--- src/rtl/picomips_pkg.sv ---
// Shared types and widths for the picoMIPS front-end blocks.
package picomips_pkg;
    localparam int SW_W   = 10;
    localparam int DATA_W = 8;

    typedef enum logic {IDLE, VALID} swc_state_t;
endpackage

--- src/rtl/sw_debounce.sv ---
// One switch bit: two-flop synchroniser followed by an optional debounce filter.
// Filter present only when SWCOND_DEBOUNCE_EN is defined; otherwise clean = synchroniser output.
module sw_debounce #(
    parameter int DB_CYCLES = 4
) (
    input  logic clk,
    input  logic rst_n,
    input  logic raw,
    output logic clean
);
    logic s1;
    logic s2;

    always_ff @(posedge clk or negedge rst_n) begin
        if (!rst_n) begin
            s1 <= 1'b0;
            s2 <= 1'b0;
        end else begin
            s1 <= raw;
            s2 <= s1;
        end
    end

`ifdef SWCOND_DEBOUNCE_EN
    localparam int CW = $clog2(DB_CYCLES + 1);

    logic [CW-1:0] cnt;
    logic          clean_q;

    // Any cycle where the synchronised level agrees with clean restarts the count.
    always_ff @(posedge clk or negedge rst_n) begin
        if (!rst_n) begin
            cnt     <= '0;
            clean_q <= 1'b0;
        end else if (s2 != clean_q) begin
            if (cnt == CW'(DB_CYCLES - 1)) begin
                clean_q <= s2;
                cnt     <= '0;
            end else begin
                cnt <= cnt + CW'(1);
            end
        end else begin
            cnt <= '0;
        end
    end

    assign clean = clean_q;
`else
    assign clean = s2;
`endif
endmodule

--- src/rtl/sw_conditioner.sv ---
// Switch conditioner: per-bit sync/debounce, strobe-triggered capture with valid/ready and sticky overrun.
// Debounce counters are built only when SWCOND_DEBOUNCE_EN is defined.
module sw_conditioner
    import picomips_pkg::*;
#(
    parameter int DB_CYCLES  = 4,
    parameter int STROBE_BIT = 8,
    parameter int CLEAR_BIT  = 9
) (
    input  logic              clk,
    input  logic              rst_n,
    input  logic [SW_W-1:0]   sw_in,
    output logic [SW_W-1:0]   sw_clean,
    output logic [DATA_W-1:0] data_out,
    output logic              data_valid,
    input  logic              data_ready,
    output logic              overrun
);
    swc_state_t        state;
    swc_state_t        state_nx;
    logic [DATA_W-1:0] data_q;
    logic [DATA_W-1:0] data_nx;
    logic              ovr_q;
    logic              ovr_nx;
    logic              ovr_set;
    logic              strobe_prev;
    logic              strobe;

    for (genvar i = 0; i < SW_W; i++) begin : g_bit
        sw_debounce #(.DB_CYCLES(DB_CYCLES)) u_db (
            .clk   (clk),
            .rst_n (rst_n),
            .raw   (sw_in[i]),
            .clean (sw_clean[i])
        );
    end

    always_ff @(posedge clk or negedge rst_n) begin
        if (!rst_n) begin
            strobe_prev <= 1'b0;
            state       <= IDLE;
            data_q      <= '0;
            ovr_q       <= 1'b0;
        end else begin
            strobe_prev <= sw_clean[STROBE_BIT];
            state       <= state_nx;
            data_q      <= data_nx;
            ovr_q       <= ovr_nx;
        end
    end

    assign strobe = sw_clean[STROBE_BIT] & ~strobe_prev;

    always_comb begin
        state_nx = state;
        data_nx  = data_q;
        ovr_set  = 1'b0;
        case (state)
            IDLE: begin
                if (strobe) begin
                    data_nx  = sw_clean[DATA_W-1:0];
                    state_nx = VALID;
                end
            end
            VALID: begin
                // Unconsumed word is kept on a collision; the newer capture is the one dropped.
                if (strobe) begin
                    if (data_ready) data_nx = sw_clean[DATA_W-1:0];
                    else            ovr_set = 1'b1;
                end else if (data_ready) begin
                    state_nx = IDLE;
                end
            end
            default: state_nx = IDLE;
        endcase

        ovr_nx = ovr_q;
        if (ovr_set)                  ovr_nx = 1'b1;
        else if (sw_clean[CLEAR_BIT]) ovr_nx = 1'b0;
    end

    assign data_out   = data_q;
    assign data_valid = (state == VALID);
    assign overrun    = ovr_q;
endmodule

--- config.mk ---
export PLATFORM = sky130hd
export DESIGN_NAME = sw_conditioner
export DESIGN_NICKNAME = d
export VERILOG_FILES = /design/src/rtl/picomips_pkg.sv /design/src/rtl/sw_debounce.sv /design/src/rtl/sw_conditioner.sv
export SDC_FILE = /design/constraint.sdc
export NUM_CORES = 1
export LEC_CHECK = 0
export ABC_CLOCK_PERIOD_IN_PS = 1700
export BUFFER_PORTS_ARGS = -buffer_cell sky130_fd_sc_hd__buf_2
export CELL_PAD_IN_SITES_DETAIL_PLACEMENT = 0
export CELL_PAD_IN_SITES_GLOBAL_PLACEMENT = 1
export CORE_MARGIN = 10
export CORE_UTILIZATION = 39
export DETAILED_ROUTE_END_ITERATION = 10
export GPL_TIMING_DRIVEN = 1
export PLACE_DENSITY = 0.79
export SYNTH_ARGS = -nofsm -noshare
export SYNTH_HDL_FRONTEND = slang
export SYNTH_SLANG_ARGS = --single-unit
--- constraint.sdc ---
create_clock -name clk -period 1.7 [get_ports clk]
set_input_delay 0.17 -clock clk [delete_from_list [all_inputs] [get_ports clk]]
set_output_delay 0.17 -clock clk [all_outputs]
set_load 0.02 [all_outputs]
==> metrics.txt, run 1 <==
Setup Viol. Count Final=0; per-cell routed wire length=~14 um; # DRC=0; Post-DP HPWL=between 1000 and 1500 um; Syn Std Cell Area=around 1000 um2; port bufs=32; post-route ant nets=0; grt ovf=0; Pre-antenna DRT Iters=3; site row count=18; initial antenna violation count=0; post-CTS setup buffer count=0; worst reg2reg setup slack=0.43 ns; Final Hold Vio Count=0; Total Routing Usage GR=about 7.3%; root buf cell=clkbuf_4; Synthesis Warnings=0; Slew Limit Headroom=between 50% and 60%; clock sink count=31; area delta synth->final=25.3%; Gate Count Post-Synth=between 50 and 60; Die Y=71.6 um; most frequent cells in the layout=32 x buf_2, 31 x dfrtp_1, 11 x dlygate4sd3_1; vias in the first global route=610; Die X=between 70 and 80 um; layout cells sized above 1=51.1%; placed instance count=107; CP Class=reg -> reg; power density cells=between 1000 and 1500 nW/um2; mean area per synthesized cell=18.5 um2; cell depth of the worst hold path=3; Final min period=around 1.3 ns; synth unique cells=9; largest net degree at the start of global routing=32; post-DR vias/cell=approximately 4.3; MaxCap Viol Count=0; Hold Path Class=in -> reg; worst slew pin tran=about 0.63 ns; commonest non-fill, non-tap cell in the layout=buf_2; CTS tree=done; clk slew on worst S/H paths=0.08 ns; Vias=about 530; antenna diode count=0; Post-Syn Nets=69; TritonCTS buffer count=5; fin crit share=74.6%; outcome=complete, no violations; CP Capture Type=flip-flop; Cell Count, Final, Fillers Out=124; starting density of the core=between 40% and 50%; clk_lat worst skew=0.31 ns; RSZ-0062 raised after global routing=no; post-CTS resize count=0; crit start category=flip-flop; maximum VDD drop=about 0.86 mV; fmax=0.789 GHz; CTS H-tree lvls=2; path depth of the worst reg2reg path=3; Total Die Area=slightly above 5000 um2; CTS Buffer Depth=2; Max Slew Vio Count=0; WP data required=around 1.9 ns; initial drt markers=14; Ports=33; Synth Register Bits=31; Post-Route WL=between 1500 and 2000 um; final setup skew=approximately 0.0073 ns; crit-path max FO=8; setup_tns=0 ns; leakage=between 0.6 and 0.7 nW; sequential share of the synthesized area=roughly 75%; Worst EP arrival=about 1.5 ns; Core Footprint=approximately 2500 um2; final net count=108; first-pass GRT wire length=approximately 2800 um; GPL Wtd Cong=slightly above 0.6
## sequential cells by signal, indices dropped and copies added, names as in the netlist
signal            cells
overrun               1
strobe_prev           1
data_valid            1
g_bit.u_db.clean     10
data_out              8
g_bit.u_db.s1        10
## metal layers
layer / wire length (um) / GRT usage (%) / vias up
li1: - / - / 247
met1: 772 / 7.06 / 250
met2: 716 / 10.7 / 27
met3: 180 / 5.65 / 5
met4: 42 / 4.52 / 0
met5: 0 / 0 / -
## Yosys cell counts (all sizes together)
master  count  area (um2)
dfrtp      31         776
inv         1        3.75
o22ai       1        6.26
nor2b       1        13.8
nand2b      2        27.5
buf        11        86.3
mux2        8         120
nand2       1        3.75
## kinds of logic after synthesis
kind of cell	after synthesis	share of synthesized area, %
muxes	8	11.6
buffers and inverters	12	8.68
DFF	31	74.8
and+or+nand+nor	4	4.34
AOI/OAI and AO/OA	1	0.604
## path summary, 6_finish.rpt
check                            startpoint             endpoint
setup / recovery                 data_valid          data_out[2]
max in group asynchronous             rst_n     g_bit[9].u_db.s1
min in group asynchronous             rst_n     g_bit[5].u_db.s1
hold / removal                   data_ready           data_valid
hold reg to reg            g_bit[9].u_db.s1  g_bit[9].u_db.clean
setup reg to reg                 data_valid          data_out[2]
## where the power goes
part | internal, W | leakage (nW) | total (W) | switching, W
Sequential | 0.000801 | 0.364 | 0.000834 | 0.0000329
Clock | 0.000147 | 0.0242 | 0.000350 | 0.000203
Combinational | 0.000117 | 0.265 | 0.000242 | 0.000126
Total | 0.00106 | 0.654 | 0.00143 | 0.000362
## layout make-up
type / instances / area (um2)
clock buffer: 6 / 41.3
fill: 198 / 1200
inverter: 1 / 3.75
multi-input combinational: 13 / 171
sequential: 31 / 776
tap: 30 / 37.5
timing repair buffer: 43 / 270
## metrics by stage
| stage | instance area (um2) | power [W] | setup WS (ns) | hold slack (ns) | utilization (%) |
|---|---|---|---|---|---|
| after floorplan | 1040 | 0.00100 | 0.444 | -0.126 | - |
| after global placement | 1150 | 0.00107 | 0.452 | 0.225 | 45.9 |
| after detailed placement | 1150 | 0.00108 | 0.429 | 0.227 | 45.9 |
| after CTS | 1300 | 0.00145 | 0.418 | 0.121 | 52.0 |
| after global routing | 1300 | 0.00150 | 0.373 | 0.133 | 52.0 |
| final | 1300 | 0.00143 | 0.432 | 0.128 | 52.0 |
## critical path: stages (launching register included)
cell and delay [ns]:
dfrtp_1 0.41, nand2b_4 0.08, nor2b_4 0.33, mux2_4 0.33
## timing repair
item	CTS	global route
endpoints found under the setup margin	0	0
hold buffers	11	0
endpoints found under the hold margin	41	0
Power figures use the tool's default switching activity.
==> inputs of run 2 (changes only) <==
Settings changed: ABC_CLOCK_PERIOD_IN_PS 1700 to 1100, CORE_UTILIZATION 39 to 35, PLACE_DENSITY 0.79 to 0.75.
Clock period 1.7 ns to 1.1 ns, I/O delays scaled along.
==> run 2 against run 1 <==
Against the previous run:
- die area is 8.2% higher
- largest power group unchanged
- register-to-register slack worse by 0.54 ns
- worst setup slack worse by 0.54 ns
- global-route usage hardly changed
- the run now ends with negative setup slack left
- hold slack better by 0.072 ns
- routed wire length is 5.0% higher
- sequential share of layout area is 3.5 points lower
==> metrics.txt, run 2 (synthesis gave the netlist of run 1 again) <==
outcome=complete, but fails checks (was complete, no violations); failing checks=negative setup slack; layout cells sized above 1=55.4% (was 51.1%); Vias=556 (was 529); post-route ant nets=0 (unchanged); clock sink count=31 (unchanged); hold slack=0.200 ns (was 0.128 ns); post-DR vias/cell=4.21 (was 4.27); antenna diode count=0 (unchanged); CTS H-tree lvls=2 (unchanged); power density cells=1700 nW/um2 (was 1100 nW/um2); initial drt markers=22 (was 14); first-pass GRT wire length=2910 um (was 2810 um); maximum VDD drop=0.914 mV (was 0.863 mV); Final min period=1.21 ns (was 1.27 ns); WP data required=1.31 ns (was 1.90 ns); Fillers=258 (was 198); leakage=0.695 nW (was 0.654 nW); final setup skew=0.0109 ns (was 0.00730 ns); MaxCap Viol Count=0 (unchanged); commonest non-fill, non-tap cell in the layout=buf_2 (unchanged); vias in the first global route=624 (was 610); root buf cell=clkbuf_4 (unchanged); grt ovf=0 (unchanged); total power draw=0.00235 W (was 0.00143 W); area delta synth->final=33.4% (was 25.3%); Final Hold Vio Count=0 (unchanged); # DRC=0 (unchanged); Post-Route WL=1800 um (was 1710 um); worst slew pin tran=0.291 ns (was 0.630 ns); Hold Path Class=in -> async (was in -> reg); CP Capture Type=flip-flop (unchanged); port bufs=32 (unchanged); starting density of the core=37.0% (was 41.5%); Worst EP arrival=1.41 ns (was 1.47 ns); clk slew on worst S/H paths=0.09 ns (was 0.08 ns); CTS Buffer Depth=2 (unchanged); clk_lat worst skew=0.32 ns (was 0.31 ns); fin crit share=110% (was 74.6%); initial antenna violation count=0 (unchanged); worst-path cell chain=nand2b_4 > nor2b_4 > buf_12 > mux2_4 (was nand2b_4 > nor2b_4 > mux2_4); Core Footprint=2810 um2 (was 2500 um2); PnR worst setup slack=-0.106 ns (was 0.432 ns); Die X=74.4 um (was 71.6 um); post-CTS resize count=0 (unchanged); final net count=113 (was 108); site row count=19 (was 18); Total Die Area=5540 um2 (was 5120 um2); setup_tns=-0.802 ns (was 0 ns); RSZ-0062 raised after global routing=yes (was no); Slew Limit Headroom=80.6% (was 58.0%); Setup Viol. Count Final=8 (was 0); Max Slew Vio Count=0 (unchanged); slowest stage delay, CP=0.44 ns (was 0.41 ns); fmax=0.830 GHz (was 0.789 GHz); crit start category=flip-flop (unchanged); CTS tree=done (unchanged); Pre-antenna DRT Iters=2 (was 3); most frequent cells in the layout=32 x buf_2, 30 x dfrtp_1, 11 x dlygate4sd3_1 (was 32 x buf_2, 31 x dfrtp_1, 11 x dlygate4sd3_1); per-cell routed wire length=13.6 um (was 13.8 um); TritonCTS buffer count=5 (unchanged); CP max stage cell=dfrtp_2 (was dfrtp_1); crit-path max FO=8 (unchanged); GPL Wtd Cong=0.666 (was 0.614); Ports=33 (unchanged); CP Class=reg -> reg (unchanged); largest net degree at the start of global routing=21 (was 32); Total Routing Usage GR=7.32% (was 7.28%); Die Y=74.4 um (was 71.6 um)
-- run 2: cell types whose count changed in the layout (fill, tap and decap cells not counted), sizes merged --
cell	previous run	this run
clkbuf	6	7
buf	32	37
clkinv	0	1
-- run 2: path summary, 6_finish.rpt --
kind                                       start             endpoint  slack, ns  depth (start not counted)
worst max-delay path                  data_valid          data_out[5]      -0.11                          4
worst min register to register  g_bit[7].u_db.s1  g_bit[7].u_db.clean       0.35                          0
worst min-delay path                       rst_n          data_out[1]       0.20                          2
worst max register to register        data_valid          data_out[5]      -0.11                          4
min in group clk                      data_ready           data_valid       0.23                          5
max in group asynchronous                  rst_n     g_bit[4].u_db.s1       0.51                          3
-- run 2: repair_timing --
item                       CTS  global route
setup endpoints to repair    8             8
hold buffers                11             0
buffers inserted             1             0
hold endpoints to repair    41             0
-- run 2: cell type report --
cell class | instances | area [um2] | share of cell area [%]
clock buffer | 7 | 55.1 | 3.98
clock inverter | 1 | 5.00 | 0.362
inverter | 1 | 3.75 | 0.271
multi-input combinational | 13 | 171 | 12.4
sequential | 31 | 777 | 56.1
tap | 31 | 38.8 | 2.80
timing repair buffer | 48 | 333 | 24.1
-- run 2: power breakdown --
group          total [W]  switching (W)  internal [W]
combinational   0.000402       0.000199      0.000203
sequential       0.00129      0.0000473       0.00124
clock           0.000659       0.000349      0.000309
-- run 2: per-stage QoR --
step | setup slack, ns | instance area (um2) | instances | util (%)
4_1_cts | -0.123 | 1380 | 132 | 49.3
3_3_place_gp | -0.0686 | 1210 | 112 | 43.0
2_1_floorplan | -0.123 | 1040 | 56 | -
3_5_place_dp | -0.0906 | 1210 | 112 | 43.0
5_1_grt | -0.156 | 1380 | 132 | 49.3
6_report | -0.106 | 1380 | 132 | 49.3
-- run 2: worst max-delay path: cells and delay by family, from the launching register on --
family	cells	cell delay [ns]
flip-flops	1	0.44
AND/OR/NAND/NOR	2	0.22
buffers and inverters	1	0.14
multiplexers	1	0.29
-- run 2: layer usage --
layer / up-vias / track usage (%) / share of wire [%]
met1: 270 / 7.63 / 41
li1: 257 / - / -
met3: 4 / 6.38 / 14
met5: - / 0 / 0
met4: 0 / 3.78 / 1.8
met2: 25 / 9.99 / 44
